[config.mk]
export PLATFORM = sky130hd
export DESIGN_NAME = instr_fetch_unit
export DESIGN_NICKNAME = d
export VERILOG_FILES = /design/src/rtl/fetch_pkg.sv /design/src/rtl/fetch_fifo.sv /design/src/rtl/instr_fetch_unit.sv
export SDC_FILE = /design/constraint.sdc
export NUM_CORES = 1
export LEC_CHECK = 0
export ABC_AREA = 1
export CAP_MARGIN = 10
export CORE_MARGIN = 2
export CORE_UTILIZATION = 52
export CTS_BUF_LIST = sky130_fd_sc_hd__clkbuf_8
export CTS_CLUSTER_SIZE = 12
export DETAILED_ROUTE_END_ITERATION = 10
export PLACE_DENSITY = 0.8
export SETUP_SLACK_MARGIN = 0.4
export SYNTH_ARGS = -nofsm -noshare
export SYNTH_HDL_FRONTEND = slang
export SYNTH_SLANG_ARGS = --single-unit
[constraint.sdc]
create_clock -name clk -period 2.3 [get_ports clk]
set_clock_uncertainty 0.15 [all_clocks]
set_input_delay 0.23 -clock clk [delete_from_list [all_inputs] [get_ports clk]]
set_output_delay 0.23 -clock clk [all_outputs]
set_load 0.03 [all_outputs]
[src/rtl/fetch_pkg.sv]
// rtl/fetch_pkg.sv - shared types and constants for the instruction fetch unit
package fetch_pkg;

    localparam int FETCH_XLEN = 32;

    localparam logic [FETCH_XLEN-1:0] NOP_INSTR       = 32'h0000_0013;
    localparam logic [FETCH_XLEN-1:0] IMEM_ALIGN_MASK = 32'h0000_0003;

    typedef enum logic [2:0] {
        IDLE,
        REQ,
        WAIT,
        DROP,
        HALT
    } fetch_state_e;

    typedef struct packed {
        logic [FETCH_XLEN-1:0] pc;
        logic [FETCH_XLEN-1:0] instr;
        logic                  fault;
    } fetch_entry_t;

    // A PC with any low bits set cannot be fetched from word-organised memory
    function automatic logic is_misaligned(input logic [FETCH_XLEN-1:0] pc);
        return |(pc & IMEM_ALIGN_MASK);
    endfunction

endpackage

[src/rtl/fetch_fifo.sv]
// rtl/fetch_fifo.sv - small decode-side buffer of fetched entries
module fetch_fifo
    import fetch_pkg::*;
#(
    parameter int  DEPTH = 2,
    parameter type T     = fetch_entry_t,
    localparam int AW    = $clog2(DEPTH)
) (
    input  logic        clk,
    input  logic        rst_n,
    input  logic        i_clear,
    input  logic        i_push,
    input  T            i_push_data,
    input  logic        i_pop,
    output T            o_head,
    output logic [AW:0] o_count,
    output logic        o_empty,
    output logic        o_full
);

    T              r_mem [DEPTH];
    logic [AW-1:0] r_wr_ptr;
    logic [AW-1:0] r_rd_ptr;
    logic [AW:0]   r_count;

    logic w_do_push;
    logic w_do_pop;

    assign o_empty   = (r_count == '0);
    assign o_full    = (r_count == (AW+1)'(DEPTH));
    assign w_do_push = i_push && !o_full;
    assign w_do_pop  = i_pop && !o_empty;
    assign o_head    = r_mem[r_rd_ptr];
    assign o_count   = r_count;

    // Pointer and occupancy tracking; clear takes priority over push and pop
    always_ff @(posedge clk or negedge rst_n) begin
        if (!rst_n) begin
            r_wr_ptr <= '0;
            r_rd_ptr <= '0;
            r_count  <= '0;
        end else if (i_clear) begin
            r_wr_ptr <= '0;
            r_rd_ptr <= '0;
            r_count  <= '0;
        end else begin
            if (w_do_push) r_wr_ptr <= r_wr_ptr + 1'b1;
            if (w_do_pop)  r_rd_ptr <= r_rd_ptr + 1'b1;
            r_count <= r_count + (AW+1)'(w_do_push) - (AW+1)'(w_do_pop);
        end
    end

    // Entry storage; pointers wrap naturally because DEPTH is a power of two
    always_ff @(posedge clk or negedge rst_n) begin
        if (!rst_n) begin
            for (int i = 0; i < DEPTH; i++) r_mem[i] <= '0;
        end else if (w_do_push && !i_clear) begin
            r_mem[r_wr_ptr] <= i_push_data;
        end
    end

endmodule

[src/rtl/instr_fetch_unit.sv]
// rtl/instr_fetch_unit.sv - fetch stage: imem request/response FSM feeding decode
module instr_fetch_unit
    import fetch_pkg::*;
#(
    parameter int XLEN       = FETCH_XLEN,
    parameter int FIFO_DEPTH = 2,
    localparam int CW        = $clog2(FIFO_DEPTH) + 1
) (
    input  logic            clk,
    input  logic            reset,
    input  logic [XLEN-1:0] pc_in,
    input  logic            flush,
    output logic            pc_advance,
    output logic            imem_req_valid,
    output logic [XLEN-1:0] imem_req_addr,
    input  logic            imem_req_ready,
    input  logic            imem_rsp_valid,
    input  logic [XLEN-1:0] imem_rsp_data,
    input  logic            imem_rsp_err,
    output logic            id_valid,
    output logic [XLEN-1:0] id_instr,
    output logic [XLEN-1:0] id_pc,
    output logic            id_fault,
    input  logic            id_ready
);

    fetch_state_e    r_state;
    logic            r_req_valid;
    logic [XLEN-1:0] r_req_addr;

    fetch_entry_t    w_head;
    fetch_entry_t    w_push_data;
    logic [CW-1:0]   w_fifo_count;
    logic            w_fifo_empty;
    logic            w_fifo_full;
    logic            w_pop;
    logic            w_push_fault;
    logic            w_push_rsp;
    logic            w_handshake;
    logic            w_credit_after;
    logic            w_misaligned;

    assign w_misaligned = is_misaligned(pc_in);
    assign w_handshake  = r_req_valid && imem_req_ready;
    assign w_pop        = !w_fifo_empty && id_ready;

    // In IDLE nothing is outstanding, so credit reduces to "FIFO not full"
    assign w_push_fault = (r_state == IDLE) && !w_fifo_full && !flush && w_misaligned;
    assign w_push_rsp   = (r_state == WAIT) && imem_rsp_valid && !flush;

    // After a WAIT push, a new request may only go out if its response will fit
    assign w_credit_after = (int'(w_fifo_count) + 1 - int'(w_pop)) < FIFO_DEPTH;

    assign w_push_data = w_push_fault ? '{pc: pc_in, instr: NOP_INSTR, fault: 1'b1}
                                      : '{pc: r_req_addr, instr: imem_rsp_data, fault: imem_rsp_err};

    assign pc_advance     = w_handshake && !flush;
    assign imem_req_valid = r_req_valid;
    assign imem_req_addr  = r_req_addr;

    assign id_valid = !w_fifo_empty;
    assign id_instr = w_fifo_empty ? NOP_INSTR : w_head.instr;
    assign id_pc    = w_fifo_empty ? '0 : w_head.pc;
    assign id_fault = w_fifo_empty ? 1'b0 : w_head.fault;

    fetch_fifo #(
        .DEPTH (FIFO_DEPTH),
        .T     (fetch_entry_t)
    ) u_fifo (
        .clk         (clk),
        .rst_n       (reset),
        .i_clear     (flush),
        .i_push      (w_push_fault || w_push_rsp),
        .i_push_data (w_push_data),
        .i_pop       (w_pop),
        .o_head      (w_head),
        .o_count     (w_fifo_count),
        .o_empty     (w_fifo_empty),
        .o_full      (w_fifo_full)
    );

    // Fetch FSM: issues one request per PC and tracks its single outstanding response
    always_ff @(posedge clk or negedge reset) begin
        if (!reset) begin
            r_state     <= IDLE;
            r_req_valid <= 1'b0;
            r_req_addr  <= '0;
        end else begin
            case (r_state)
                IDLE: begin
                    if (!w_fifo_full && !flush) begin
                        if (w_misaligned) begin
                            r_state <= HALT;
                        end else begin
                            r_req_addr  <= pc_in;
                            r_req_valid <= 1'b1;
                            r_state     <= REQ;
                        end
                    end
                end
                REQ: begin
                    if (flush) begin
                        r_req_valid <= 1'b0;
                        r_state     <= imem_req_ready ? DROP : IDLE;
                    end else if (imem_req_ready) begin
                        r_req_valid <= 1'b0;
                        r_state     <= WAIT;
                    end
                end
                WAIT: begin
                    if (flush) begin
                        r_state <= imem_rsp_valid ? IDLE : DROP;
                    end else if (imem_rsp_valid) begin
                        if (w_credit_after) begin
                            r_req_addr  <= pc_in;
                            r_req_valid <= 1'b1;
                            r_state     <= REQ;
                        end else begin
                            r_state <= IDLE;
                        end
                    end
                end
                DROP: begin
                    if (imem_rsp_valid) r_state <= IDLE;
                end
                HALT: begin
                    if (flush) r_state <= IDLE;
                end
                default: begin
                    r_state     <= IDLE;
                    r_req_valid <= 1'b0;
                end
            endcase
        end
    end

endmodule
# Word level (Yosys, flattened, before mapping)
# Cells that the tools add are included.
# word_totals
ff_bits,170
wordCells,107
in_bits,71
# op_classes
n_addsub,6
bitwise_logic,3
n_eq_ne,14
n_reduce_logical,27
mux,41
magnitude_cmp,4
# op_table
op,count
65-bit 2-to-1 mux,5
32-bit 2-to-1 mux,7
130-bit bitwise mux,1
65-bit demux with 1-bit select,1
32-bit case mux with 2 select lines,1
3-bit 2-to-1 mux,8
3-bit case mux with 5 select lines,1
1-bit logical AND,13
1-bit 2-to-1 mux,13
"2-bit != test, second input constant",6
7-bit AND reduction,1
"3-bit by 2-bit == test with 1-bit output, second input constant",2
2-bit 2-to-1 mux,3
"3-bit != test, second input constant",2
6-bit AND reduction,1
2-bit nonzero test,3
5-bit AND reduction,1
"2-bit greater-or-equal comparator, second input constant",2
"4-bit by 3-bit < comparator with 1-bit output, second input constant",1
1-bit inverter with 2-bit output,2
1-bit case mux with 4 select lines,1
2-bit OR reduction,2
3-bit by 1-bit subtractor with 4-bit output,1
"2-bit by 1-bit adder with 3-bit output, second input constant",1
13 further kinds,16

# Longest topological paths before layout
# depth
word_depth,10
ltp_mapped,13

# Hierarchy
# A second synthesis with hierarchy kept.
# hier_totals
hier_cells,1306
area_unflattened_um2,9287.7
# modules_own_cells
module,n_inst,area_per_inst_um2,cells_each,seq_area_each_um2
fetch_fifo,1,6393.6,823,3353.2
instr_fetch_unit,1,2894.0,483,900.9

# Least setup slack after synthesis
# OpenSTA, ideal clock, no wires.
# synth_path
path_kind,register to output
startpoint,register u_fifo.r_rd_ptr
endpoint,output port id_instr[15]
arrival_ps,1630
slack_ps,290
required_time_ps,1920
path_stages_with_launch,7
path_buffers,3
path_cell_list,dfrtp_1 -> clkbuf_1 -> inv_1 -> clkbuf_1 -> clkbuf_1 -> nand2_1 -> a21oi_1
# synth_between
elab_chain_len,5
# synth_lines
item,line,source
"start, declared",fetch_fifo.sv:23,logic [AW-1:0] r_rd_ptr;
"start signal, assigned",fetch_fifo.sv:48,if (w_do_pop) r_rd_ptr <= r_rd_ptr + 1'b1;
1-bit inverter with 2-bit output (not written as such),fetch_fifo.sv:33,assign o_head = r_mem[r_rd_ptr];
65-bit 2-to-1 mux (not written as such) (3 in series),fetch_fifo.sv:33,
32-bit 2-to-1 mux,instr_fetch_unit.sv:62,assign id_instr = w_fifo_empty ? NOP_INSTR : w_head.instr;
"end, declared",instr_fetch_unit.sv:21,"output logic [XLEN-1:0] id_instr,"
# No other way between the ends. The select of a mux whose other input is x is not followed.

# Worst setup path after layout
# layout_path
startpoint,register u_fifo.r_rd_ptr
endpoint,output port id_pc[10]
# layout_between
elab_chain_len,5
# layout_lines
item,line,source
1-bit inverter with 2-bit output (not written as such),fetch_fifo.sv:33,
65-bit 2-to-1 mux (not written as such) (3 in series),fetch_fifo.sv:33,
32-bit 2-to-1 mux,instr_fetch_unit.sv:63,assign id_pc = w_fifo_empty ? '0 : w_head.pc;
"end, declared",instr_fetch_unit.sv:22,"output logic [XLEN-1:0] id_pc,"
# No other way between the ends. The select of a mux whose other input is x is not followed.

==> reports/qor.yml <==
status: "finished clean"
setup-violations-final: 0
path_common_cell: "buf_12"
cp_top_family: "buffers and inverters"
ys_ff_latch: 170
finalCritPeriodShare_pct: 96.5
clk_latency_ns: 0.49
worst_ep_arrival_time_ns: 1.84
syn_nets: 1203
ys_types: 25
endpoint_kind: "output port"
hold_viol: 0
dpl_cell_area_mm2: 0.0105
clock_path_buffers: 2
cts_root_buffer: "clkbuf_8"
power_leakage_nw: 6.88
clock.fmax_ghz: 0.451
antenna_found_initial: 0
globalRoute.totalOverflow: 0
die_width_um: 131
drtPass1Iterations: 6
crit_type: "reg -> out"
io_pins: 171
vias: 9879
place.gp.congestion: 0.925
routedWlPerCell_um: 23.0
drc: 0
r2r_end: "imem_req_addr[16]"
die_area_mm2: 0.0172
synth.avg_cell_area_um2: 7.44
cts_tree: "yes"
yosys.area.top_type: "dfrtp_1"
drtIter0Drc: 1216
ir_worst_vdd_mv: 0.954
syn_inst: 1129
final_max_slew_viol_count: 0
ant_nets: 0
cp.required_ns: 1.92
powerDensity_mw_per_mm2: 1450
ys_async_sr_fraction_pct: 100
place_inst: 1473
h-tree-depth: 4
die_y_um: 131
grt_max_degree: 63
fin_nets: 1444
wirelength_um: 36700
cts_sinks: 170
fp-row-count: 46
design_area_mm2: 0.0135
worstRegToRegCells: 15
r2r_setup_slack_ns: 0.09
slew_headroom_pct: 66.8
synth_area_leaders: "dfrtp_1, nand2_1, nand4_1, a21oi_1, inv_1"
portBuffers: 170
syn2layout_area_growth_pct: 60.7
worst_setup_path_start_kind: "register"
path_cells: "inv_4, buf_12, buf_12, clkbuf_16, nand2_4, a21oi_4, buf_6"
hp-class: "in -> async"
via_per_inst: 6.19
synth_warnings: 0
finalSetupTns_ns: 0
ys.flop_type: "dfrtp_1"
path_depth: 7
tightest_slew_ns: 0.498
crit_path_max_incr_delay_ns: 0.44
core_area_mm2: 0.0158
finalCriticalPeriod_ns: 2.22
cts_made_buffers: 17
ys_seq_area_share_pct: 50.7
synth_edf_count: 0
rsz0062_at_grt: "true"
antennaDiodeCount: 0
cp_max_fo: 6
first_global_vias: 8347
cp_slowest_cell: "dfrtp_2"
clk_pin_slew_worst_paths_ns: 0.09
syn_area_mm2: 0.00840
timing.rr.start: "u_fifo.o_count[0]"
cap_viol_max_count: 0
hpwl_um: 14600
layout.cells.non_filler: 1597
synth_top_area_share_pct: 50.7
grt_pass1_wl_um: 42100
initial_utilization_pct: 53.1
track_usage_pct: 32.2
crit_buf_inv: 5
layout-drive-gt1-share_pct: 28.7
through the flow:
stage | total power [mW] | utilization (%) | hold WS, ns | worst slack (ns)
2_1_floorplan | 9.60 | - | -0.216 | 0.422
3_3_place_gp | 12.0 | 66.2 | 0.0475 | 0.127
3_5_place_dp | 12.2 | 66.2 | 0.0478 | 0.0620
4_1_cts | 16.2 | 75.4 | 0.121 | 0.149
5_1_grt | 20.2 | 85.3 | 0.122 | 0.0585
6_report | 19.5 | 85.3 | 0.0855 | 0.0808
synthesized netlist by cell type (all sizes together) (3+ instances only):
| cell type | n |
|---|---|
| a21oi | 64 |
| buf | 46 |
| clkbuf | 30 |
| dfrtp | 170 |
| ha | 3 |
| inv | 55 |
| nand2 | 615 |
| nand3 | 20 |
| nand4 | 61 |
| nor2 | 22 |
| o21ai | 39 |
timing repair:
item,CTS,global route
endpoints found under the setup margin,212,265
hold endpoints to repair,73,0
setup buffers,30,20
pin swaps,16,25
hold buffers,1,0
gates cloned,14,29
resized for setup,235,258
layout by cell type, fill, tap and decap left out, types with 15 or more instances in the layout:
cell type,count
buf_6,82
o21ai_2,24
buf_4,35
buf_12,30
nand2_4,20
nand2_1,559
dlymetal6s2s_1,33
a21oi_4,30
inv_1,48
buf_16,15
a21oi_2,30
clkbuf_8,20
clkdlybuf4s50_1,69
dfrtp_1,165
nand2_2,34
clkbuf_16,18
nand4_1,61
area by class of cell:
class                      instances  area, um^2
multi-input combinational        828        4430
sequential                       170        4260
timing repair buffer             297        3940
fill                             751        2330
clock buffer                      20         275
tap                              216         270
inverter                          56         223
clock inverter                    10         101
where the power goes:
part | switching (mW) | internal (mW)
clock | 1.15 | 1.02
sequential | 0.980 | 4.12
combinational | 7.02 | 5.21
per-layer routing:
layer	part of all wire (%)	vias up	GRT usage, %	wire length [um]
li1	-	4049	-	-
met1	33	4660	40.1	12000
met2	48	866	52.8	17600
met3	11	304	8.28	4150
met4	8.0	0	15.0	2930
met5	0	-	0	0
cells by family (layout without fill, tap and decap cells):
family / after synthesis / after routing / synth area share (%)
flops: 170 / 170 / 50.7
compound gates: 104 / 104 / 6.27
fa+ha+maj: 3 / 3 / 0.447
buf+inv: 132 / 383 / 7.75
xor+xnor: 2 / 2 / 0.209
simple gates: 718 / 719 / 34.7
worst max path at each step:
stage                      start           endpoint
3_3_place_gp            id_ready   imem_req_addr[6]
6_report         u_fifo.r_rd_ptr          id_pc[10]
4_1_cts          u_fifo.r_rd_ptr       id_instr[30]
3_5_place_dp            id_ready   imem_req_addr[9]
2_1_floorplan  u_fifo.o_count[1]  imem_req_addr[10]
5_1_grt        u_fifo.o_count[0]  imem_req_addr[16]
flip-flops by register name, indices dropped and copies added (netlist names):
| name | flops |
|---|---|
| imem_req_addr | 32 |
| imem_req_valid | 1 |
| u_fifo.o_count | 2 |
| u_fifo.r_mem | 130 |
| r_state | 3 |
| u_fifo.r_wr_ptr | 1 |
| u_fifo.r_rd_ptr | 1 |
worst register-to-register path, delay by kind of cell (launching register included):
kind	cells	cell delay (ns)
DFF	1	0.40
buffers and inverters	5	0.57
AOI/OAI and AO/OA	1	0.10
and+or+nand+nor	8	0.74
adders and majority gates	1	0.16
(Power assumes the default switching activity.)
